<file path="src/rtl/uart_rx_framer.sv">
`default_nettype none
// ============================================================================
// Module   : uart_rx_framer
// Purpose  : Oversampled asynchronous serial receiver. Synchronizes the
//            incoming line, validates the start bit at its centre, samples
//            data/parity/stop bits mid-bit (optional 3-sample majority vote)
//            and presents each completed word with its error flags.
// Ports    : clk        - clock, all logic on its rising edge
//            rst        - synchronous active-high reset
//            tick       - oversample enable, OVERSAMPLE pulses per bit
//            rxbit      - asynchronous serial input, idle high
//            start_det  - one-clk pulse on a validated start bit
//            data       - last received word (held between valid pulses)
//            valid      - one-clk pulse when a frame completes
//            parity_err - parity mismatch, qualified by valid
//            frame_err  - a stop bit was sampled low, qualified by valid
//            busy       - receiver is not idle
// Revision : 1.0 - initial release
// ============================================================================
module uart_rx_framer #(
    parameter int OVERSAMPLE  = 16,
    parameter int DATA_BITS   = 8,
    parameter int PARITY_MODE = 0,
    parameter int STOP_BITS   = 1,
    parameter int MAJORITY    = 1
) (
    input  logic                 clk,
    input  logic                 rst,
    input  logic                 tick,
    input  logic                 rxbit,
    output logic                 start_det,
    output logic [DATA_BITS-1:0] data,
    output logic                 valid,
    output logic                 parity_err,
    output logic                 frame_err,
    output logic                 busy
);

    localparam int CW = $clog2(OVERSAMPLE);
    localparam int IW = $clog2(DATA_BITS + 1);

    localparam logic [CW-1:0] c_CNT_LAST      = CW'(OVERSAMPLE - 1);
    localparam logic [CW-1:0] c_CNT_HALF      = CW'(OVERSAMPLE / 2 - 1);
    localparam logic [IW-1:0] c_IDX_DATA_LAST = IW'(DATA_BITS - 1);
    localparam logic [IW-1:0] c_IDX_STOP_LAST = IW'(STOP_BITS - 1);

    localparam logic [2:0] S_IDLE      = 3'd0;
    localparam logic [2:0] S_START     = 3'd1;
    localparam logic [2:0] S_DATA      = 3'd2;
    localparam logic [2:0] S_PARITY    = 3'd3;
    localparam logic [2:0] S_STOP      = 3'd4;
    localparam logic [2:0] S_WAIT_IDLE = 3'd5;

    logic                 r_sync1;
    logic                 r_sync2;
    // Two previous tick samples; together with the current synchronized
    // value they form the 3-sample voting window.
    logic [1:0]           r_hist;
    logic [2:0]           r_state;
    logic [CW-1:0]        r_cnt;
    logic [IW-1:0]        r_idx;
    logic [DATA_BITS-1:0] r_shift;
    logic                 r_perr;
    logic                 r_ferr;

    logic                 w_line;
    logic [2:0]           w_win;
    logic                 w_bit;
    logic                 w_par_xor;
    logic                 w_par_bad;

    assign w_line = r_sync2;
    assign w_win  = {r_hist, r_sync2};

    if (MAJORITY != 0) begin : g_majority
        assign w_bit = (w_win[0] & w_win[1]) | (w_win[0] & w_win[2]) | (w_win[1] & w_win[2]);
    end else begin : g_single
        assign w_bit = w_win[0];
    end

    // r_shift holds every data bit once the parity bit is being sampled.
    assign w_par_xor = (^r_shift) ^ w_bit;
    assign w_par_bad = (PARITY_MODE == 1) ? w_par_xor : ~w_par_xor;

    assign busy = (r_state != S_IDLE);

    always_ff @(posedge clk) begin
        if (rst) begin
            r_sync1    <= 1'b1;
            r_sync2    <= 1'b1;
            r_hist     <= 2'b11;
            r_state    <= S_IDLE;
            r_cnt      <= '0;
            r_idx      <= '0;
            r_shift    <= '0;
            r_perr     <= 1'b0;
            r_ferr     <= 1'b0;
            data       <= '0;
            start_det  <= 1'b0;
            valid      <= 1'b0;
            parity_err <= 1'b0;
            frame_err  <= 1'b0;
        end else begin
            r_sync1    <= rxbit;
            r_sync2    <= r_sync1;
            start_det  <= 1'b0;
            valid      <= 1'b0;
            parity_err <= 1'b0;
            frame_err  <= 1'b0;
            if (tick) begin
                r_hist <= {r_hist[0], r_sync2};
                case (r_state)
                    S_IDLE: begin
                        if (!w_line) begin
                            r_state <= S_START;
                            r_cnt   <= '0;
                        end
                    end
                    S_START: begin
                        if (r_cnt == c_CNT_HALF) begin
                            r_cnt <= '0;
                            if (!w_bit) begin
                                start_det <= 1'b1;
                                r_state   <= S_DATA;
                                r_idx     <= '0;
                                r_perr    <= 1'b0;
                                r_ferr    <= 1'b0;
                            end else begin
                                r_state <= S_IDLE;
                            end
                        end else if (w_line) begin
                            // Line went high before mid-start: treat as a glitch.
                            r_state <= S_IDLE;
                        end else begin
                            r_cnt <= r_cnt + 1'b1;
                        end
                    end
                    S_DATA: begin
                        if (r_cnt == c_CNT_LAST) begin
                            r_cnt   <= '0;
                            r_shift <= {w_bit, r_shift[DATA_BITS-1:1]};
                            if (r_idx == c_IDX_DATA_LAST) begin
                                r_idx   <= '0;
                                r_state <= (PARITY_MODE != 0) ? S_PARITY : S_STOP;
                            end else begin
                                r_idx <= r_idx + 1'b1;
                            end
                        end else begin
                            r_cnt <= r_cnt + 1'b1;
                        end
                    end
                    S_PARITY: begin
                        if (r_cnt == c_CNT_LAST) begin
                            r_cnt   <= '0;
                            r_perr  <= w_par_bad;
                            r_idx   <= '0;
                            r_state <= S_STOP;
                        end else begin
                            r_cnt <= r_cnt + 1'b1;
                        end
                    end
                    S_STOP: begin
                        if (r_cnt == c_CNT_LAST) begin
                            r_cnt <= '0;
                            if (r_idx == c_IDX_STOP_LAST) begin
                                data       <= r_shift;
                                valid      <= 1'b1;
                                parity_err <= (PARITY_MODE != 0) && r_perr;
                                frame_err  <= r_ferr | ~w_bit;
                                r_idx      <= '0;
                                // A line still low here is a break or a
                                // framing error: wait for it to recover.
                                r_state    <= w_line ? S_IDLE : S_WAIT_IDLE;
                            end else begin
                                r_ferr <= r_ferr | ~w_bit;
                                r_idx  <= r_idx + 1'b1;
                            end
                        end else begin
                            r_cnt <= r_cnt + 1'b1;
                        end
                    end
                    S_WAIT_IDLE: begin
                        if (w_line) begin
                            r_state <= S_IDLE;
                        end
                    end
                    default: begin
                        r_state <= S_IDLE;
                    end
                endcase
            end
        end
    end

endmodule
`default_nettype wire

</file>
<file path="config.mk">
export PLATFORM = sky130hd
export DESIGN_NAME = uart_rx_framer
export DESIGN_NICKNAME = d
export VERILOG_FILES = /design/src/rtl/uart_rx_framer.sv
export SDC_FILE = /design/constraint.sdc
export NUM_CORES = 1
export LEC_CHECK = 0
export CORE_MARGIN = 2
export CORE_UTILIZATION = 55
export DETAILED_ROUTE_END_ITERATION = 7
export GPL_ROUTABILITY_DRIVEN = 0
export PLACE_DENSITY = 0.88
export SLEW_MARGIN = 25
export SYNTH_ARGS = -nofsm -noshare
export SYNTH_HDL_FRONTEND = slang
export SYNTH_SLANG_ARGS = --single-unit
</file>
<file path="constraint.sdc">
create_clock -name clk -period 2.1 [get_ports clk]
set_clock_uncertainty 0.05 [all_clocks]
set_input_delay 0.42 -clock clk [delete_from_list [all_inputs] [get_ports clk]]
set_output_delay 0.42 -clock clk [all_outputs]
set_load 0.005 [all_outputs]
</file>
==> out/qor.csv <==
metric;value;unit
Max Clk Rate;505;MHz
DR vias;1453;
Hold Buf Count CTS;0;
Syn Inst Count;191;
Seq cells post-synth;35;
Setup TNS;0;ps
Vias/cell;6.08;
Leakage;0.741;nW
Max-cap violations;0;
worst hold endpoint;r_sync2;
wire per inst;14.8;µm
crit start category;register;
hold path depth;1;
antenna violations before repair;0;
Buf+Inv Stages, Crit Path;3;
share of layout cells above drive strength 1;13.9;%
Post-synth ARST share;0;%
Mapped Area;1670;µm²
commonest non-fill, non-tap cell in the layout;dfxtp_1;
Yosys warning count;0;
core region area;2830;µm²
Die H;59.1;µm
CP Cell Sequence;buf_4 > nor3_2 > inv_1 > clkdlybuf4s50_1;
Comb pwr share;3.3;%
clock latency on the worst-skew pair;350;ps
Die Area;3490;µm²
slowest stage delay, CP;440;ps
Synth Flop Type;dfxtp_1;
remaining global-route overflow;0;
Area after DPL;1850;µm²
initial core utilization;59.0;%
Final HPWL DP;2570;µm
DR iter-0 viols;48;
max-slew violations;0;
worst r2r dst;r_state[0];
Pint;1.06;mW
Hold Vio Cnt, Final;0;
reg2reg start;r_idx[0];
number of flops mapped to enable cells by yosys;0;
CP Capture Type;primary output;
H-tree lvl count;2;
Worst Path Max Fanout;10;
antenna-violating nets left;0;
Cell Rows;19;
worst vdd ir;0.502;mV
Die Wd;59.1;µm
I/O pin cnt;17;
class of the worst hold path;register to register;
clock sink count;35;
reg2reg setup slack;190;ps
drt first pass iters;4;
Clk pwr share;45.2;%
Reg clk slew, reported paths;90;ps
Cells after DPL;231;
first-pass GRT wire length;6020;µm
Data arrival, critical path;1510;ps
final cell count without fillers;239;
pwr/cell area;662;nW/µm²
Tot GR Track Use;22.7;%
drc violations;0;
CTS Buf Count;5;
r2r worst-path depth;6;
post-route cell area;1970;µm²
switching part of the total;18.9;%
kind of critical path;register to primary output;
Post-Syn Nets;198;
hold path startpoint;r_sync1;
fin crit share;94.3;%
Syn Area/Cell;8.75;µm²
overall routed net length;3550;µm
vias in the first global route;1383;
largest delay contributor family on the critical path;buffers and inverters;
largest net degree at the start of global routing;24;
CTS tree;yes;
Seq/Total Area, Yosys;41.9;%
commonest non-fill, non-tap cells in the layout;dfxtp_1 (32), a21oi_1 (15), nand2_1 (15), clkdlybuf4s50_1 (15), nor2_1 (14);
RSZ-0062 raised after global routing;no;
Slowest cell on crit path;clkdlybuf4s50_1;
Worst path depth;4;
Fill cells;226;
# nets final;214;
port bufs;15;
# setup viols final;0;
status;finished clean;
Layout area overhead;17.8;%
antenna cells;0;
Netlist cell types;50;
Final Critical Period;1980;ps
Root Buffer;clkbuf_4;
clock buffer depth;2;
Worst EP required;1630;ps
Flop pwr share;51.5;%
sw power;0.246;mW
-- worst reg2reg max path: stages, from the launching register on --
cell and delay, ps:
dfxtp_1 370, inv_1 80, ha_1 130, nor3b_2 360, o22ai_2 220, a211o_1 340
o41ai_2 280
-- power by group through the flow --
stage	Clock (mW)	Combinational (mW)	Sequential, mW
3_5_place_dp	0	0.0422	0.687
2_1_floorplan	0	0.0285	0.684
5_1_grt	0.624	0.0471	0.671
4_1_cts	0.599	0.0424	0.671
6_report	0.590	0.0429	0.670
3_3_place_gp	0	0.0410	0.686
-- sequential cells by signal, indices dropped and copies added (netlist names) --
name,count
valid,1
data,8
frame_err,1
r_state,3
r_sync1,1
r_idx,4
r_sync2,1
r_ferr,1
r_hist,2
r_cnt,4
start_det,1
r_shift,8
-- worst max path at each step --
stage / startpoint / endpoint / slack (ps)
2_1_floorplan: r_idx[0] / r_state[1] / 450
3_3_place_gp: tick / r_idx[3] / 100
3_5_place_dp: tick / r_state[0] / 40
4_1_cts: r_state[1] / busy / 30
5_1_grt: r_state[1] / busy / 3
6_report: r_state[1] / busy / 120
-- Yosys cell counts (all sizes together) (4+ instances only) --
cell type | count | area share, %
nand4 | 4 | 1.5
a21oi | 15 | 4.5
buf | 8 | 2.5
o21ai | 13 | 3.9
mux2i | 11 | 6.6
a31oi | 4 | 1.5
clkbuf | 6 | 1.3
dfxtp | 35 | 42
nor3 | 5 | 1.5
inv | 7 | 1.6
nand2 | 15 | 3.4
nand3 | 6 | 2.1
nor2 | 15 | 3.8
-- cells by family after synthesis --
kind of cell	after synthesis	share of synthesized area, %
and+or+nand+nor	68	23.1
AOI/OAI and AO/OA	50	19.3
DFF	35	41.9
buffers and inverters	21	5.47
muxes	11	6.59
adders and majority gates	4	2.92
other	1	0.225
xor gates and xnor gates	1	0.524
-- final cells by class --
type / count / area (µm²) / share of cell area [%]
Clock buffer: 6 / 41.3 / 2.10
Clock inverter: 2 / 60.1 / 3.05
Inverter: 7 / 26.3 / 1.34
Multi-Input combinational cell: 135 / 883 / 44.9
Sequential cell: 35 / 707 / 35.9
Tap cell: 31 / 38.8 / 1.97
Timing Repair Buffer: 23 / 210 / 10.7
-- layer usage --
| layer | vias up | wire length [µm] | global-route usage (%) |
|---|---|---|---|
| met5 | - | 0 | 0 |
| met3 | 8 | 149 | 4.59 |
| li1 | 717 | - | - |
| met1 | 688 | 1510 | 26.0 |
| met2 | 40 | 1820 | 40.3 |
| met4 | 0 | 71 | 10.7 |
-- stage by stage --
step,power [mW],hold WS [ps],setup slack [ps],utilization (%)
after floorplan,0.712,339,446,-
after global placement,0.727,350,104,65.5
after detailed placement,0.729,352,40.5,65.5
after CTS,1.31,373,29.7,69.2
after global routing,1.34,408,2.84,69.5
final,1.30,370,120,69.5
-- timing repair --
item	CTS	global route
endpoints found under the setup margin	1	1
gates resized for setup	2	3
setup buffers	0	0
Note: power is estimated with default switching activity, not from simulation.
